$ cat src/rtl/gsm_symbol_upsampler.sv
// gsm_symbol_upsampler
// Upstream feeder for the time-shared symmetric pulse-shaping FIR. Takes 2-bit
// 4-ASK symbols over valid/ready, Gray-maps them to signed 1s17 levels and
// zero-stuffs them by UPSAMPLE, presenting one sample per sam_clk_en on x_out.
// Symbol slots with no buffered symbol are flagged and counted as underflows.
//
// Ports
//   sys_clk        in   system clock, all logic on the rising edge
//   reset_n        in   synchronous active-low reset
//   sam_clk_en     in   one-cycle sample-rate enable shared with the FIR
//   sym_in         in   2-bit symbol
//   sym_valid      in   sym_in valid
//   sym_ready      out  symbol can be accepted this cycle (combinational)
//   x_out          out  signed upsampled sample to FIR x_in
//   sym_clk_en     out  pulse: x_out was just loaded with a symbol slot
//   underflow      out  pulse: a symbol slot found the buffer empty
//   underflow_cnt  out  saturating count of underflow events
module gsm_symbol_upsampler #(
  parameter int unsigned WIDTH    = 18,
  parameter int unsigned UPSAMPLE = 4,
  parameter int unsigned LEVEL_A  = 32768,
  parameter int unsigned LEVEL_B  = 98304,
  parameter int unsigned CNT_W    = 16
) (
  input  logic                    sys_clk,
  input  logic                    reset_n,
  input  logic                    sam_clk_en,
  input  logic [1:0]              sym_in,
  input  logic                    sym_valid,
  output logic                    sym_ready,
  output logic signed [WIDTH-1:0] x_out,
  output logic                    sym_clk_en,
  output logic                    underflow,
  output logic [CNT_W-1:0]        underflow_cnt
);

  localparam int unsigned PH_W = (UPSAMPLE > 1) ? $clog2(UPSAMPLE) : 1;
  localparam logic [PH_W-1:0] PH_LAST = PH_W'(UPSAMPLE - 1);
  localparam logic signed [WIDTH-1:0] LVL_A = WIDTH'(LEVEL_A);
  localparam logic signed [WIDTH-1:0] LVL_B = WIDTH'(LEVEL_B);

  logic [PH_W-1:0]         phase;
  logic [1:0]              buf_data;
  logic                    buf_full;
  logic                    slot;
  logic                    consume;
  logic                    accept;
  logic signed [WIDTH-1:0] mapped;

  // Handshake: a slot that drains the buffer frees it for a same-cycle accept,
  // so a continuous source never sees a bubble. sym_valid is not in this path.
  always_comb begin
    slot      = sam_clk_en && (phase == '0);
    consume   = slot && buf_full;
    sym_ready = reset_n && (!buf_full || consume);
    accept    = sym_valid && sym_ready;
  end

  // Gray map of the held symbol to its signed level
  always_comb begin
    mapped = '0;
    case (buf_data)
      2'b00:   mapped = -LVL_B;
      2'b01:   mapped = -LVL_A;
      2'b11:   mapped = LVL_A;
      2'b10:   mapped = LVL_B;
      default: mapped = '0;
    endcase
  end

  // Phase counter, holding buffer and registered sample/status outputs
  always_ff @(posedge sys_clk) begin
    if (!reset_n) begin
      phase         <= '0;
      buf_data      <= '0;
      buf_full      <= 1'b0;
      x_out         <= '0;
      sym_clk_en    <= 1'b0;
      underflow     <= 1'b0;
      underflow_cnt <= '0;
    end else begin
      sym_clk_en <= 1'b0;
      underflow  <= 1'b0;

      if (sam_clk_en) begin
        phase <= (phase == PH_LAST) ? '0 : PH_W'(phase + 1'b1);
        if (phase != '0) begin
          x_out <= '0;
        end else if (buf_full) begin
          x_out      <= mapped;
          sym_clk_en <= 1'b1;
        end else begin
          x_out     <= '0;
          underflow <= 1'b1;
          if (underflow_cnt != '1) begin
            underflow_cnt <= CNT_W'(underflow_cnt + 1'b1);
          end
        end
      end

      // Accept takes priority: on a simultaneous consume the buffer stays full
      if (accept) begin
        buf_data <= sym_in;
        buf_full <= 1'b1;
      end else if (consume) begin
        buf_full <= 1'b0;
      end
    end
  end

endmodule

$ cat config.mk
export PLATFORM = sky130hd
export DESIGN_NAME = gsm_symbol_upsampler
export DESIGN_NICKNAME = d
export VERILOG_FILES = /design/src/rtl/gsm_symbol_upsampler.sv
export SDC_FILE = /design/constraint.sdc
export NUM_CORES = 1
export LEC_CHECK = 0
export ABC_CLOCK_PERIOD_IN_PS = 2110
export BUFFER_PORTS_ARGS = -buffer_cell sky130_fd_sc_hd__buf_2
export CAP_MARGIN = 5
export CORE_ASPECT_RATIO = 2
export CORE_MARGIN = 2
export CORE_UTILIZATION = 50
export CTS_CLUSTER_DIAMETER = 60
export DETAILED_ROUTE_END_ITERATION = 8
export GPL_TIMING_DRIVEN = 1
export PLACE_DENSITY = 0.89
export SLEW_MARGIN = 20
export SYNTH_ARGS = -nofsm -noshare
export SYNTH_HDL_FRONTEND = slang
export SYNTH_SLANG_ARGS = --single-unit
$ cat constraint.sdc
create_clock -name sys_clk -period 2.11 [get_ports sys_clk]
set_input_delay 0.1055 -clock sys_clk [delete_from_list [all_inputs] [get_ports sys_clk]]
set_output_delay 0.1055 -clock sys_clk [all_outputs]
set_load 0.005 [all_outputs]
After elaboration in Yosys (flattened, before gate mapping):

Index checks and enable logic that the tools add are counted.

* output and inout port bits: 37
* word-level logic and storage cells: 38
* flip-flop bits (word level): 41

* bitwise logic cells: 4
* mux-type cells: 8
* add/sub/neg operators: 2
* reductions and logical operators: 12
* equality and inequality tests: 5

Operators with widths (number)
* one-hot mux 18 bit (4 select lines): 1
* 2-to-1 mux 18 bit: 2
* adder 16 x 1 -> 16 bit (second input constant): 1
* != test 16 bit (second input constant): 1
* equality test 2 bit (second input constant): 3
* logical AND 1 bit: 4
* zero test 2 bit: 2
* 2-to-1 mux 1 bit: 4
* inverter 1 bit: 4
* AND reduction 4 bit: 1
* nonzero test 2 bit: 2
* OR reduction 3 bit: 1
* adder 2 x 1 -> 2 bit (second input constant): 1
* equality test 2 x 1 -> 1 bit (second input constant): 1
* 2-to-1 mux 2 bit: 1
* zero test 1 bit: 1
* logical OR 1 bit: 1

Logic depth before layout (Yosys ltp):

Gate-level depths: netlist of the first run.

* word-level depth: 7
* depth in mapped cells: 7
* mapped depth without buffers: 6

Worst setup path before layout of the first run:

No wires, ideal clock.

* path type: register -> register
* start point: register underflow_cnt[0]
* end point: register underflow_cnt[4]
* buffers on the path: 1
* data required time: 1.978 ns
* slack: 0.457 ns
* data arrival time: 1.521 ns
* setup time: 0.132 ns
* stages on the path, launching flop included: 7
* path through: dfxtp_1 ha_1 nand4_1 nor4b_4 buf_2 or3_1 a21oi_1

* cells in the longest elaborated chain, start to end: 2

RTL lines
* from (decl): RTL line 34 `output logic [CNT_W-1:0] underflow_cnt`
* from (signal assigned): RTL line 96 `underflow_cnt <= CNT_W'(underflow_cnt + 1'b1);`
* branches (longest 2 deep; another with adder 16 x 1 -> 16 bit)

Several ways; the timed one is not identified.
A chain may end at the register's enable or synchronous reset.

Worst setup path after layout of the first run:

* start point: register underflow_cnt[0]
* end point: register underflow_cnt[0]

Same word-level chain as after synthesis.

==> metrics list, run 1 <==
* Status: finished, final reports clean
- During synthesis, Yosys emitted a total of 0 warnings.
- Routed length on met3: 88 um
* Worst path arrival time: just over 2 ns
* Remaining DRCs: 0
- In this run the number of H-tree levels came out at 1.
- Total of buffers placed on input and output ports: 27
- For this run, the register share of the synthesized area comes to 0.3870.
- Counting the fill cells in the layout gives between 200 and 300.
- VDD sags by at most 556.6 uV.
* Distinct cell type count after synthesis: 42
* Height of the die: ~77 um
- Wires add up to 2.782 mm.
- Count of buffering cells on the critical path with inverters included: 1
* Length of routed wiring on met1: around 1 mm
* P_leak: 0.6668 nW
- The number of hold violations in the final report came to 0.
- Routability Congestion: 0.7896
* Die ar.: between 3000 and 4000 um^2
* Reg clk slew, reported paths: 0.09 ns
- Root Buffer: sky130_fd_sc_hd__clkbuf_8
- Pwr Total: 0.0009198 W
* Number of buffers between clock root and the deepest sink: 2
- In this run the mean area of a mapped cell was ~8.8 um^2.
* Largest incremental delay on the critical path: 0.60 ns
- After detailed routing, the average wire length per cell comes to 13.38 um.
* FF+latch count, synth: 26
* Number of enable-type register cells in the synthesized netlist: 0
- Share of synthesized registers carrying an async set or reset: 0
- Number of global-route vias before repair: between 1000 and 1500
* Gr ovfl total: 0
* Via count of the routed design: about 1200
* Kind of path behind the tightest hold check: input port to flip-flop
- Detail Placement HPWL: ~2.0 mm
- Signal routing reaches up to met4.
* Kind of critical path: flip-flop to flip-flop
- For this block, the initial DRC count from the detailed router was 21.
- CP startpoint kind: flip-flop
- Post-route fraction of the period consumed by the critical path: 0.8646
* CP Cell Sequence: ha_1 -> nand4_1 -> nor4b_4 -> buf_4 -> or4b_2 -> o21ai_1
* Crit path capture type: flip-flop
- For this run, the detailed router's first-pass iteration total came to 4.
- The number of clock buffers added by TritonCTS is 3.
- After floorplanning, the core was divided into 26 placement rows.
- Flip-flop and latch area: between 500 and 600 um^2
- First-pass GRT wire length: 4.836 mm
- Setup repair after global routing left no endpoint under its margin.
- The number of placed instances, taps included, is 203.
* Highest clock rate: 548.1 MHz
* Total negative slack: 0 ns
* Antenna violations before repair: 0
* Clk_skew: 0.002036 ns
- Area occupied by multi-input gates: 713.2 um^2
* Core Area: 2570 um^2
- Netlist Area Pre-Place: around 1300 um^2
- For this configuration, the core starts out at a cell density of 0.5234.
* Fraction of layout instances using a drive strength above 1: 0.2500
- Buffers inserted to repair hold after CTS numbered 0.
* Number of antenna-violating nets in the routed design: 0
- The most used flip-flop cell after synthesis is sky130_fd_sc_hd__dfxtp_1.
- Final cell count without fillers: between 200 and 250
* Num Clock Sinks: 26
- TritonCTS built the clock tree.
* Cell count after synthesis: around 150
- Top-level port count: 43
- In the final design database the tool counted 190 nets.
- Min Tclk post-route: 1.824 ns
* Worst setup timing slack at the placement stage: ~0.15 ns
* Number of max-capacitance violations reported: 0
- Source-to-sink clock delay at the later pin of the worst-skew pair: 0.27 ns
- The max-slew violation count is 0.
- In this run, post-CTS repair resized a total of 0 instances.
- Die width: 40.68 um
- On the critical path the largest part of the delay comes from simple AND/OR/NAND/NOR gates.
- Routed length on met2: 1.570 mm
- 0 antenna diodes ended up in the layout.
* Final WS setup: between 0.2 and 0.3 ns
- Vias per inst: about 5.7
- Areal power density over the cells: 613.1 nW/um^2
- Relative to the synthesized area, the layout overhead comes to 11.53%.
* Required time of the critical path: 2.31 ns
- Cell with the largest stage delay on the worst path: sky130_fd_sc_hd__or4b_2
- Entering global routing, the biggest net connects 15 pins.
* Total routing resource utilization after global routing: 0.2117
- Setup violations remaining at the end of the flow were counted as 0.
- Final Util: 0.5837
* Maximum fanout count along the critical path: 12
-- final cells by class --
cell class / count / share of cell area
clock buffers: 4 / 0.03670
inverters: 5 / 0.01251
multi-input cells: 115 / 0.4754
flip-flops and latches: 26 / 0.3470
well taps: 28 / 0.02335
repair buffers: 30 / 0.1051
-- stage by stage --
| stage | cell area, um^2 | hold WS, ns |
|---|---|---|
| 3_3_place_gp | 1438 | 0.3477 |
| 4_1_cts | 1493 | 0.07589 |
| 6_report | 1500 | 0.07773 |
| 5_1_grt | 1500 | 0.1033 |
| 3_5_place_dp | 1438 | 0.3562 |
| 2_1_floorplan | 1398 | 0.2229 |
-- per-layer routing --
metal,vias to the layer above,track usage
met5,-,0
met4,0,0.1267
met3,11,0.03714
met2,36,0.3492
met1,551,0.2288
li1,578,-
-- power by group --
| part | switching [W] | internal, W | leakage [nW] |
|---|---|---|---|
| sequential | 0.0000139 | 0.000505 | 0.211 |
| clock | 0.000155 | 0.000167 | 0.0288 |
| combinational | 0.0000470 | 0.0000328 | 0.427 |
-- worst paths after layout --
| kind | start | end | slack [ns] | cells past startpoint |
|---|---|---|---|---|
| worst min register to register | x_out[15] | x_out[15] | 0.45 | 2 |
| worst max register to register | underflow_cnt[0] | underflow_cnt[0] | 0.29 | 6 |
| worst max-delay path | underflow_cnt[0] | underflow_cnt[0] | 0.29 | 6 |
| worst min-delay path | sym_valid | buf_full | 0.08 | 3 |
-- registers in the layout (all words and copies together), names as in the netlist --
| signal | count |
|---|---|
| underflow_cnt | 16 |
| x_out | 3 |
| buf_data | 2 |
| phase | 2 |
| buf_full | 1 |
| sym_clk_en | 1 |
| underflow | 1 |
-- kinds of logic (layout without fill, tap and decap cells) --
family / after synthesis / count (layout) / synth area share
buffers and inverters: 25 / 39 / 0.1219
AOI/OAI and AO/OA: 34 / 34 / 0.1544
adders and majority gates: 3 / 3 / 0.02791
xor gates and xnor gates: 2 / 2 / 0.01303
other: 1 / 15 / 0.002788
muxes: 3 / 3 / 0.02233
DFF: 26 / 26 / 0.3870
and+or+nand+nor: 58 / 58 / 0.2707
-- cells in the mapped netlist, types with 2 or more instances --
master | count | area (um^2)
sky130_fd_sc_hd__or3_1 | 6 | 37.54
sky130_fd_sc_hd__o31ai_1 | 3 | 22.52
sky130_fd_sc_hd__nand3_1 | 4 | 20.02
sky130_fd_sc_hd__o21ai_0 | 9 | 45.04
sky130_fd_sc_hd__nand4_1 | 6 | 37.54
sky130_fd_sc_hd__mux2i_1 | 3 | 30.03
sky130_fd_sc_hd__nor3_2 | 2 | 20.02
sky130_fd_sc_hd__nor4_1 | 2 | 12.51
sky130_fd_sc_hd__a21oi_1 | 14 | 70.07
sky130_fd_sc_hd__nand2_1 | 13 | 48.80
sky130_fd_sc_hd__dfxtp_1 | 26 | 520.5
sky130_fd_sc_hd__inv_1 | 4 | 15.01
sky130_fd_sc_hd__a31o_2 | 2 | 17.52
sky130_fd_sc_hd__ha_1 | 3 | 37.54
sky130_fd_sc_hd__or4_1 | 3 | 22.52
sky130_fd_sc_hd__nor2_1 | 5 | 18.77
sky130_fd_sc_hd__and3_1 | 5 | 31.28
sky130_fd_sc_hd__nor3_1 | 2 | 10.01
sky130_fd_sc_hd__buf_2 | 2 | 10.01
sky130_fd_sc_hd__buf_4 | 16 | 120.1
-- worst register-to-register path: cells and delay by family (launching register included) --
family	cells	cell delay (ns)
buffers and inverters	1	0.18
adder cells (fa/ha/maj)	1	0.25
AND/OR/NAND/NOR	3	0.86
AO/OA/AOI/OAI	1	0.10
flip-flops	1	0.37
-- cell usage in the layout, fill, tap and decap left out, types with 2 or more instances in the layout --
| cell type | synthesis | layout |
|---|---|---|
| sky130_fd_sc_hd__nor3_2 | 2 | 2 |
| sky130_fd_sc_hd__clkbuf_8 | 0 | 4 |
| sky130_fd_sc_hd__nand3_1 | 4 | 4 |
| sky130_fd_sc_hd__dfxtp_1 | 26 | 26 |
| sky130_fd_sc_hd__buf_2 | 2 | 27 |
| sky130_fd_sc_hd__conb_1 | 1 | 15 |
| sky130_fd_sc_hd__nand2_1 | 13 | 13 |
| sky130_fd_sc_hd__nor3_1 | 2 | 2 |
| sky130_fd_sc_hd__nor2_1 | 5 | 5 |
| sky130_fd_sc_hd__o31ai_1 | 3 | 3 |
| sky130_fd_sc_hd__mux2i_1 | 3 | 3 |
| sky130_fd_sc_hd__nand4_1 | 6 | 6 |
| sky130_fd_sc_hd__a31o_2 | 2 | 2 |
| sky130_fd_sc_hd__or3_1 | 6 | 6 |
| sky130_fd_sc_hd__and3_1 | 5 | 5 |
| sky130_fd_sc_hd__nor4_1 | 2 | 2 |
| sky130_fd_sc_hd__or4_1 | 3 | 3 |
| sky130_fd_sc_hd__inv_1 | 4 | 4 |
| sky130_fd_sc_hd__o21ai_0 | 9 | 9 |
| sky130_fd_sc_hd__ha_1 | 3 | 3 |
| sky130_fd_sc_hd__a21oi_1 | 14 | 14 |
| sky130_fd_sc_hd__buf_4 | 16 | 3 |
-- repair_timing --
| action | in CTS | in global routing |
|---|---|---|
| endpoints found under the hold margin | 0 | 0 |
| setup buffers | 0 | 1 |
| setup endpoints to repair | 0 | 3 |
No activity file was read; power rests on OpenSTA's default activity.
==> inputs of run 2 (changes only) <==
--- a/config.mk
+++ b/config.mk
@@ -8,7 +8,7 @@
 export ABC_CLOCK_PERIOD_IN_PS = 2110
 export BUFFER_PORTS_ARGS = -buffer_cell sky130_fd_sc_hd__buf_2
 export CAP_MARGIN = 5
-export CORE_ASPECT_RATIO = 2
+export CORE_ASPECT_RATIO = 0.7
 export CORE_MARGIN = 2
 export CORE_UTILIZATION = 50
 export CTS_CLUSTER_DIAMETER = 60
==> run 2 against run 1 <==
Final cell count is 3.4% higher. Sequential share of layout area is 0.74 points lower. Via count is 2.6% higher. Critical endpoint unchanged. Total power is 9.6% higher. Clock skew is 0.0039 ns higher. Setup slack worse by 0.0014 ns.
==> metrics list, run 2 (synthesis gave the netlist of run 1 again) <==
- Areal power density over the cells: 657.9 nW/um^2 (was 613.1 nW/um^2)
* Via count of the routed design: 1206 (was 1176)
* Iter 0 DRT Violations: 70 (was 21)
- The total power was 0.001008 W (was 0.0009198 W).
* Area of placed instances: 1445 um^2 (was 1438 um^2)
- The most common cell after layout, fill and taps aside was sky130_fd_sc_hd__buf_2 (unchanged).
- TritonCTS clock tree: done (unchanged)
- Cell with the largest stage delay on the worst path: sky130_fd_sc_hd__or4b_2 (unchanged)
- Clk_skew: 0.005911 ns (was 0.002036 ns)
* Num Clock Sinks: 26 (unchanged)
- The number of placement rows was 15 (was 26).
- The critical hold path startpoint was sym_valid (unchanged).
- The arrival time at the worst endpoint is 2.04 ns (was 2.03 ns).
* Min Tclk post-route: 1.826 ns (was 1.824 ns)
- Flip-flop and latch area: 520.5 um^2 (unchanged)
- Flip-flop count of the largest register after layout: 16 (unchanged)
- The master cell of the clock root buffer was sky130_fd_sc_hd__clkbuf_8 (unchanged).
* Reg2reg setup slack: 0.28 ns (was 0.29 ns)
- Die width: 65.99 um (was 40.68 um)
- Required time of the critical path: 2.32 ns (was 2.31 ns)
* Detailed-route wire length: 2.890 mm (was 2.782 mm)
- Worst IR drop on VDD: 425.9 uV (was 556.6 uV)
* Vias per inst: 5.609 (was 5.654)
- The number of clock buffers inserted by TritonCTS came to 3 (unchanged).
- The count of endpoints failing setup in the final report came to 0 (unchanged).
- The largest net degree at the start of global routing was 16 (was 15).
- The type of the setup path with the least slack is flip-flop to flip-flop (unchanged).
* Remaining DRCs: 0 (unchanged)
- The standard cell core area came to 2515 um^2 (was 2570 um^2).
- The maximum buffer depth of the clock tree was 2 (unchanged).
- The terminating pin of the worst hold path is buf_full (unchanged).
* Layout Nets: 191 (was 190)
- The first-pass GRT wire length was 4.574 mm (was 4.836 mm).
- The quantity of hold-fixing buffers added after cts is 0 (unchanged).
* Area occupied by multi-input gates: 714.4 um^2 (was 713.2 um^2)
- Iteration count of the initial detailed-routing pass: 4 (unchanged)
- The number of nets still failing antenna checks after routing is 0 (unchanged).
* Largest Register: underflow_cnt (unchanged)
- The combined buffer and inverter count along the critical path is 1 (unchanged).
- Largest incremental delay on the critical path: 0.60 ns (about the same)
* CTS H-Tree Depth: 1 (unchanged)
- Number of max-slew violations in the final report: 0 (unchanged)
- The share of layout cells above drive strength 1 came to 0.2597 (was 0.2500).
- Status: finished, final reports clean (unchanged).
- DR WL/cell: 13.44 um (was 13.38 um)
- The number of hold violations in the final report came to 0 (unchanged).
* CP Cell Sequence: ha_1 -> nand4_1 -> nor4b_4 -> buf_4 -> or4b_2 -> o21ai_1 (unchanged)
- The cell depth of the worst flop-to-flop path was 6 (unchanged).
- Area growth from synthesis to layout: 13.95% (was 11.53%)
- Setup repair after global routing missed its margin: false (unchanged).
- Post-route fraction of the period consumed by the critical path: 0.8653 (was 0.8646)
- Final Util: 0.6095 (was 0.5837)
- Antenna violations before repair: 0 (unchanged)
* Height of the die: 47.40 um (was 77.35 um)
- Total routing resource utilization after global routing: 0.1956 (was 0.2117)
- Kind of cell with the highest combined delay on the critical path: simple AND/OR/NAND/NOR gates (unchanged)
- The highest clock rate is 547.7 MHz (was 548.1 MHz).
* Final design area excluding fillers: 1533 um^2 (was 1500 um^2)
* Hold path cells: 3 (unchanged)
- P_leak: 0.6778 nW (was 0.6668 nW)
- The nature of the critical path endpoint was a flip-flop (unchanged).
- Largest registers: underflow_cnt x16, x_out x3 (unchanged).
- The via count of the first global-routing pass came to 1094 (was 1116).
- The critical path startpoint category was a flip-flop (unchanged).
- Die ar.: 3128 um^2 (was 3146 um^2)
- Detail Placement HPWL: 2.149 mm (was 2.048 mm)
- Maximum fanout count along the critical path: 6 (was 12)
- The startpoint of the most critical register-to-register path is underflow_cnt[0] (unchanged).
* Commonest cells after routing, fill and taps aside: sky130_fd_sc_hd__buf_2, sky130_fd_sc_hd__dfxtp_1, sky130_fd_sc_hd__conb_1 (unchanged)
- Source-to-sink clock delay at the later pin of the worst-skew pair: 0.27 ns (about the same)
* Total negative slack: 0 ns (unchanged)
* Top-level port count: 43 (unchanged)
- Routability Congestion: 0.8545 (was 0.7896)
* Number of fill cells in the layout: 232 (was 251)
- The reg-to-reg endpoint is underflow_cnt[0] (unchanged).
* Initial Utilization: 0.5348 (was 0.5234)
- The number of max-capacitance violations reported was 0 (unchanged).
- The path category of the worst min-delay check was input port to flip-flop (unchanged).
- Reg clk slew, reported paths: 0.09 ns (about the same)
- The total congestion overflow was 0 (unchanged).
- The count of port buffers added during placement was 27 (unchanged).
- The antenna diode count is 0 (unchanged).
run 2: changes by cell type in the layout (fill, tap and decap cells not counted), sizes merged:
cell	change
buf	+1
bufinv	+1
clkbuf	-1
run 2: how the worst max path moves through the flow:
stage / start / to / cells after the start
finish: underflow_cnt[0] / underflow_cnt[0] / 6
global route: phase[0] / underflow_cnt[13] / 6
CTS: underflow_cnt[0] / underflow_cnt[2] / 5
detailed placement: underflow_cnt[0] / underflow_cnt[4] / 5
global placement: underflow_cnt[0] / underflow_cnt[2] / 5
floorplan: underflow_cnt[0] / underflow_cnt[4] / 6
run 2: tightest hold or removal path, delay by kind of cell:
| family | cells | cell delay, ns |
|---|---|---|
| buf+inv | 1 | 0.11 |
| compound gates | 1 | 0.04 |
| simple gates | 1 | 0.08 |
run 2: cell type report:
type                       count  area share
sequential                    26      0.3396
inverter                       5     0.01224
clock buffer                   3     0.02694
tap                           34     0.02776
clock inverter                 1     0.01959
multi-input combinational    115      0.4661
timing repair buffer          31      0.1078
run 2: per-stage QoR:
step,setup WS [ns],instances,hold slack (ns)
after floorplan,0.4571,166,0.2229
after global placement,0.2659,209,0.3453
after detailed placement,0.1562,209,0.3733
after CTS,0.1346,213,0.08152
after global routing,0.1444,215,0.1112
final,0.2843,215,0.08878
run 2: power breakdown:
| part | total (W) | switching [W] | internal [W] |
|---|---|---|---|
| clock | 0.000410 | 0.000156 | 0.000254 |
| combinational | 0.0000792 | 0.0000478 | 0.0000313 |
| sequential | 0.000519 | 0.0000143 | 0.000505 |
| total | 0.00101 | 0.000218 | 0.000790 |
run 2: metal layers:
metal	wire [um]	up-vias	GRT usage
li1	-	588	-
met1	1256	552	0.2243
met2	1389	61	0.3495
met3	218	5	0.06715
met4	25	0	0.07347
met5	0	-	0
run 2: repair_timing:
| item | in CTS | in global routing |
|---|---|---|
| setup endpoints to repair | 0 | 9 |
| resized for setup | 0 | 1 |
| buffers inserted | 0 | 2 |
==> inputs of run 3 (changes only) <==
--- a/config.mk
+++ b/config.mk
@@ -15,6 +15,7 @@
 export DETAILED_ROUTE_END_ITERATION = 8
 export GPL_TIMING_DRIVEN = 1
 export PLACE_DENSITY = 0.89
+export REMOVE_ABC_BUFFERS = 1
 export SLEW_MARGIN = 20
 export SYNTH_ARGS = -nofsm -noshare
 export SYNTH_HDL_FRONTEND = slang
==> run 3 against run 2 <==
Critical endpoint is now underflow_cnt[13]. Core utilization shrank 1.3 points. Non-clock buffer count shrank 2. Count of clock-buffer cells in the layout grew 1. Critical path depth is the same. Largest power group unchanged.
==> metrics list, run 3 (synthesis gave the netlist of run 1 again) <==
- The depth of the CTS H-tree is 1 (unchanged).
* Reg2reg setup slack: 0.20 ns (was 0.28 ns)
- The startpoint of the most critical register-to-register path is phase[0] (was underflow_cnt[0]).
- Worst hold start: sym_valid (unchanged)
- The cell depth of the worst min-delay path is 3 (unchanged).
- The largest register by flop count was underflow_cnt (unchanged).
* Setup repair after global routing missed its margin: false (unchanged)
- Required time of the critical path: 2.32 ns (about the same)
- The routed via count divided by cell count was 5.540 (was 5.609).
- The nature of the critical path endpoint was a flip-flop (unchanged).
- Detailed-route wire length: 2.653 mm (was 2.890 mm)
- M3 GR Usage: 0.04317 (was 0.06715)
- The type of the setup path with the least slack was flip-flop to flip-flop (unchanged).
* Post-CTS Resized: 0 (unchanged)
- Min Tclk post-route: 1.909 ns (was 1.826 ns)
* Largest incremental delay on the critical path: 0.44 ns (was 0.60 ns)
- The TritonCTS clock tree was done (unchanged).
- Cell with the largest stage delay on the worst path: sky130_fd_sc_hd__or4_1 (was sky130_fd_sc_hd__or4b_2)
- The most crowded layer after global routing is met2 (unchanged).
- The internal power of the cells was 0.0007029 W (was 0.0007900 W).
* Area of placed instances: 1438 um^2 (was 1445 um^2)
- The final setup TNS was 0 ns (unchanged).
- Number of global-route vias before repair: 963 (was 1094)
- The routed wire length per instance was 12.46 um (was 13.44 um).
- The number of antenna violations at the first check in global routing came to 0 (unchanged).
- The number of search-and-repair iterations in the first detailed-routing pass came to 4 (unchanged).
- The maximum buffer depth of the clock tree was 2 (unchanged).
- The master cell of the clock root buffer is sky130_fd_sc_hd__clkbuf_8 (unchanged).
- The critical path startpoint category was a flip-flop (unchanged).
- The die area is 3128 um^2 (unchanged).
- Part of the power in the clock network: 0.355 (was 0.407)
- Gr ovfl total: 0 (unchanged)
- Worst path arrival time: 2.12 ns (was 2.04 ns)
* First element of the critical path: phase[0] (was underflow_cnt[0])
- The met2 capacity usage during global routing was 0.2949 (was 0.3495).
* Final Util: 0.5965 (was 0.6095)
- Iter 0 DRT Violations: 71 (was 70)
* Final WS setup: 0.2008 ns (was 0.2843 ns)
- Total of buffers placed on input and output ports: 27 (unchanged)
* Number of max-slew violations in the final report: 0 (unchanged)
- The total net switching power is 0.0002233 W (was 0.0002184 W).
* Highest clock rate: 523.8 MHz (was 547.7 MHz)
- The worst ir drop on vdd was 301.0 uV (was 425.9 uV).
- Inserted Clock Buffers: 3 (unchanged)
* Flip-flop count of the largest register after layout: 16 (unchanged)
- The floorplan die width is 65.99 um (unchanged).
- Sequential share of power: 0.561 (was 0.515)
- Commonest cells after routing, fill and taps aside: sky130_fd_sc_hd__buf_2, sky130_fd_sc_hd__dfxtp_1, sky130_fd_sc_hd__conb_1 (unchanged).
- The HPWL after detailed placement is 1.930 mm (was 2.149 mm).
* Number of failing hold endpoints at the final stage: 0 (unchanged)
* Top-level port count: 43 (unchanged)
* Number of antenna repair diodes: 0 (unchanged)
* Via count of the routed design: 1180 (was 1206)
- The number of DRC violations after detailed routing was 0 (unchanged).
- The area of all placed cells without fillers was 1500 um^2 (was 1533 um^2).
- Hold worst-path end: buf_full (unchanged)
- Post-route fraction of the period consumed by the critical path: 0.9048 (was 0.8653)
- The final-stage net count came to 189 (was 191).
* Kind of path behind the tightest hold check: input port to flip-flop (unchanged)
- Cell row count: 15 (unchanged)
* P_leak: 0.6617 nW (was 0.6778 nW)
- The cell depth of the worst flop-to-flop path was 6 (unchanged).
- WHS: 0.07513 ns (was 0.08878 ns)
* Count of buffering cells on the critical path with inverters included: 1 (unchanged)
- The switching fraction of total power is 0.2411 (was 0.2166).
- Kind of cell with the highest combined delay on the critical path: simple AND/OR/NAND/NOR gates (unchanged)
- The number of clock sinks seen by CTS was 26 (unchanged).
* Combinational share of power: 0.085 (was 0.079)
- The number of nets still failing antenna checks after routing is 0 (unchanged).
* Reg clk slew, reported paths: 0.09 ns (about the same)
- Largest net degree at the start of global routing: 15 (was 16)
- The clock skew after layout is 0.007040 ns (was 0.005911 ns).
- Core Area: 2515 um^2 (unchanged)
- Fraction of layout instances using a drive strength above 1: 0.2458 (was 0.2597)
* Areal power density over the cells: 617.4 nW/um^2 (was 657.9 nW/um^2)
- The met1 usage in global routing came to 0.2159 (was 0.2243).
- Setup violations, final: 0 (unchanged)
- Status: finished, final reports clean (unchanged).
- The most common cell after layout, fill and taps aside is sky130_fd_sc_hd__buf_2 (unchanged).
* Reg2reg end: underflow_cnt[13] (was underflow_cnt[0])
* Height of the die: 47.40 um (unchanged)
- The number of max-capacitance violations reported came to 0 (unchanged).
- Routability Congestion: 0.8542 (was 0.8545)
- CP Cell Sequence: inv_1 -> ha_1 -> and3b_1 -> nand4_1 -> or4_1 -> a21oi_1 (was ha_1 -> nand4_1 -> nor4b_4 -> buf_4 -> or4b_2 -> o21ai_1).
- Total routing resource utilization after global routing: 0.1753 (was 0.1956)
* Initial Utilization: 0.5348 (unchanged)
- The first-pass GRT wire length is 4.112 mm (was 4.574 mm).
* Source-to-sink clock delay at the later pin of the worst-skew pair: 0.28 ns (was 0.27 ns)
* Largest registers: underflow_cnt x16, x_out x3 (unchanged)
* Maximum fanout count along the critical path: 11 (was 6)
- The pre-CTS setup slack was 0.1232 ns (was 0.1562 ns).
- Area growth from synthesis to layout: 11.53% (was 13.95%)
## run 3: cell type report
| cell class | count | area (um^2) |
|---|---|---|
| clock buffers | 4 | 55.05 |
| fillers | 235 | 1015 |
| inverters | 5 | 18.77 |
| multi-input cells | 115 | 713.2 |
| flip-flops and latches | 26 | 520.5 |
| well taps | 34 | 42.54 |
| repair buffers | 29 | 150.1 |
## run 3: worst max-delay path by stage
| stage | end | slack [ns] | depth (start not counted) |
|---|---|---|---|
| floorplan | underflow_cnt[2] | 0.41 | 5 |
| global placement | underflow_cnt[0] | 0.26 | 5 |
| detailed placement | underflow_cnt[0] | 0.12 | 5 |
| CTS | underflow_cnt[0] | 0.11 | 5 |
| global route | underflow_cnt[13] | 0.02 | 6 |
| finish | underflow_cnt[13] | 0.20 | 6 |
## run 3: power groups by stage
stage               sequential, W  combinational [W]  clock, W
CTS                      0.000519          0.0000778  0.000339
global placement         0.000529          0.0000738         0
finish                   0.000519          0.0000784  0.000329
global route             0.000521          0.0000887  0.000357
detailed placement       0.000530          0.0000777         0
floorplan                0.000528          0.0000481         0
## run 3: what timing repair did
action | 4_1_cts | 5_1_grt
endpoints found under the setup margin | 0 | 7
endpoints found under the hold margin | 0 | 0
hold buffers | 0 | 0
setup buffers | 0 | 1
## run 3: routing by layer
layer | vias up | share of wire | wire length, um
met4 | 0 | 0.0057 | 15
li1 | 586 | - | -
met1 | 546 | 0.48 | 1286
met5 | - | 0 | 0
met3 | 2 | 0.070 | 186
met2 | 46 | 0.44 | 1164
## run 3: through the flow
step,power [W],std cells
global placement,0.0006025,208
CTS,0.0009353,212
global route,0.0009665,213
detailed placement,0.0006078,208
finish,0.0009263,213
floorplan,0.0005765,146
## run 3: tightest hold or removal path, cell delays in order
cell                      delay, ns
sky130_fd_sc_hd__buf_2         0.10
sky130_fd_sc_hd__a21oi_1       0.04
sky130_fd_sc_hd__nor2_1        0.07
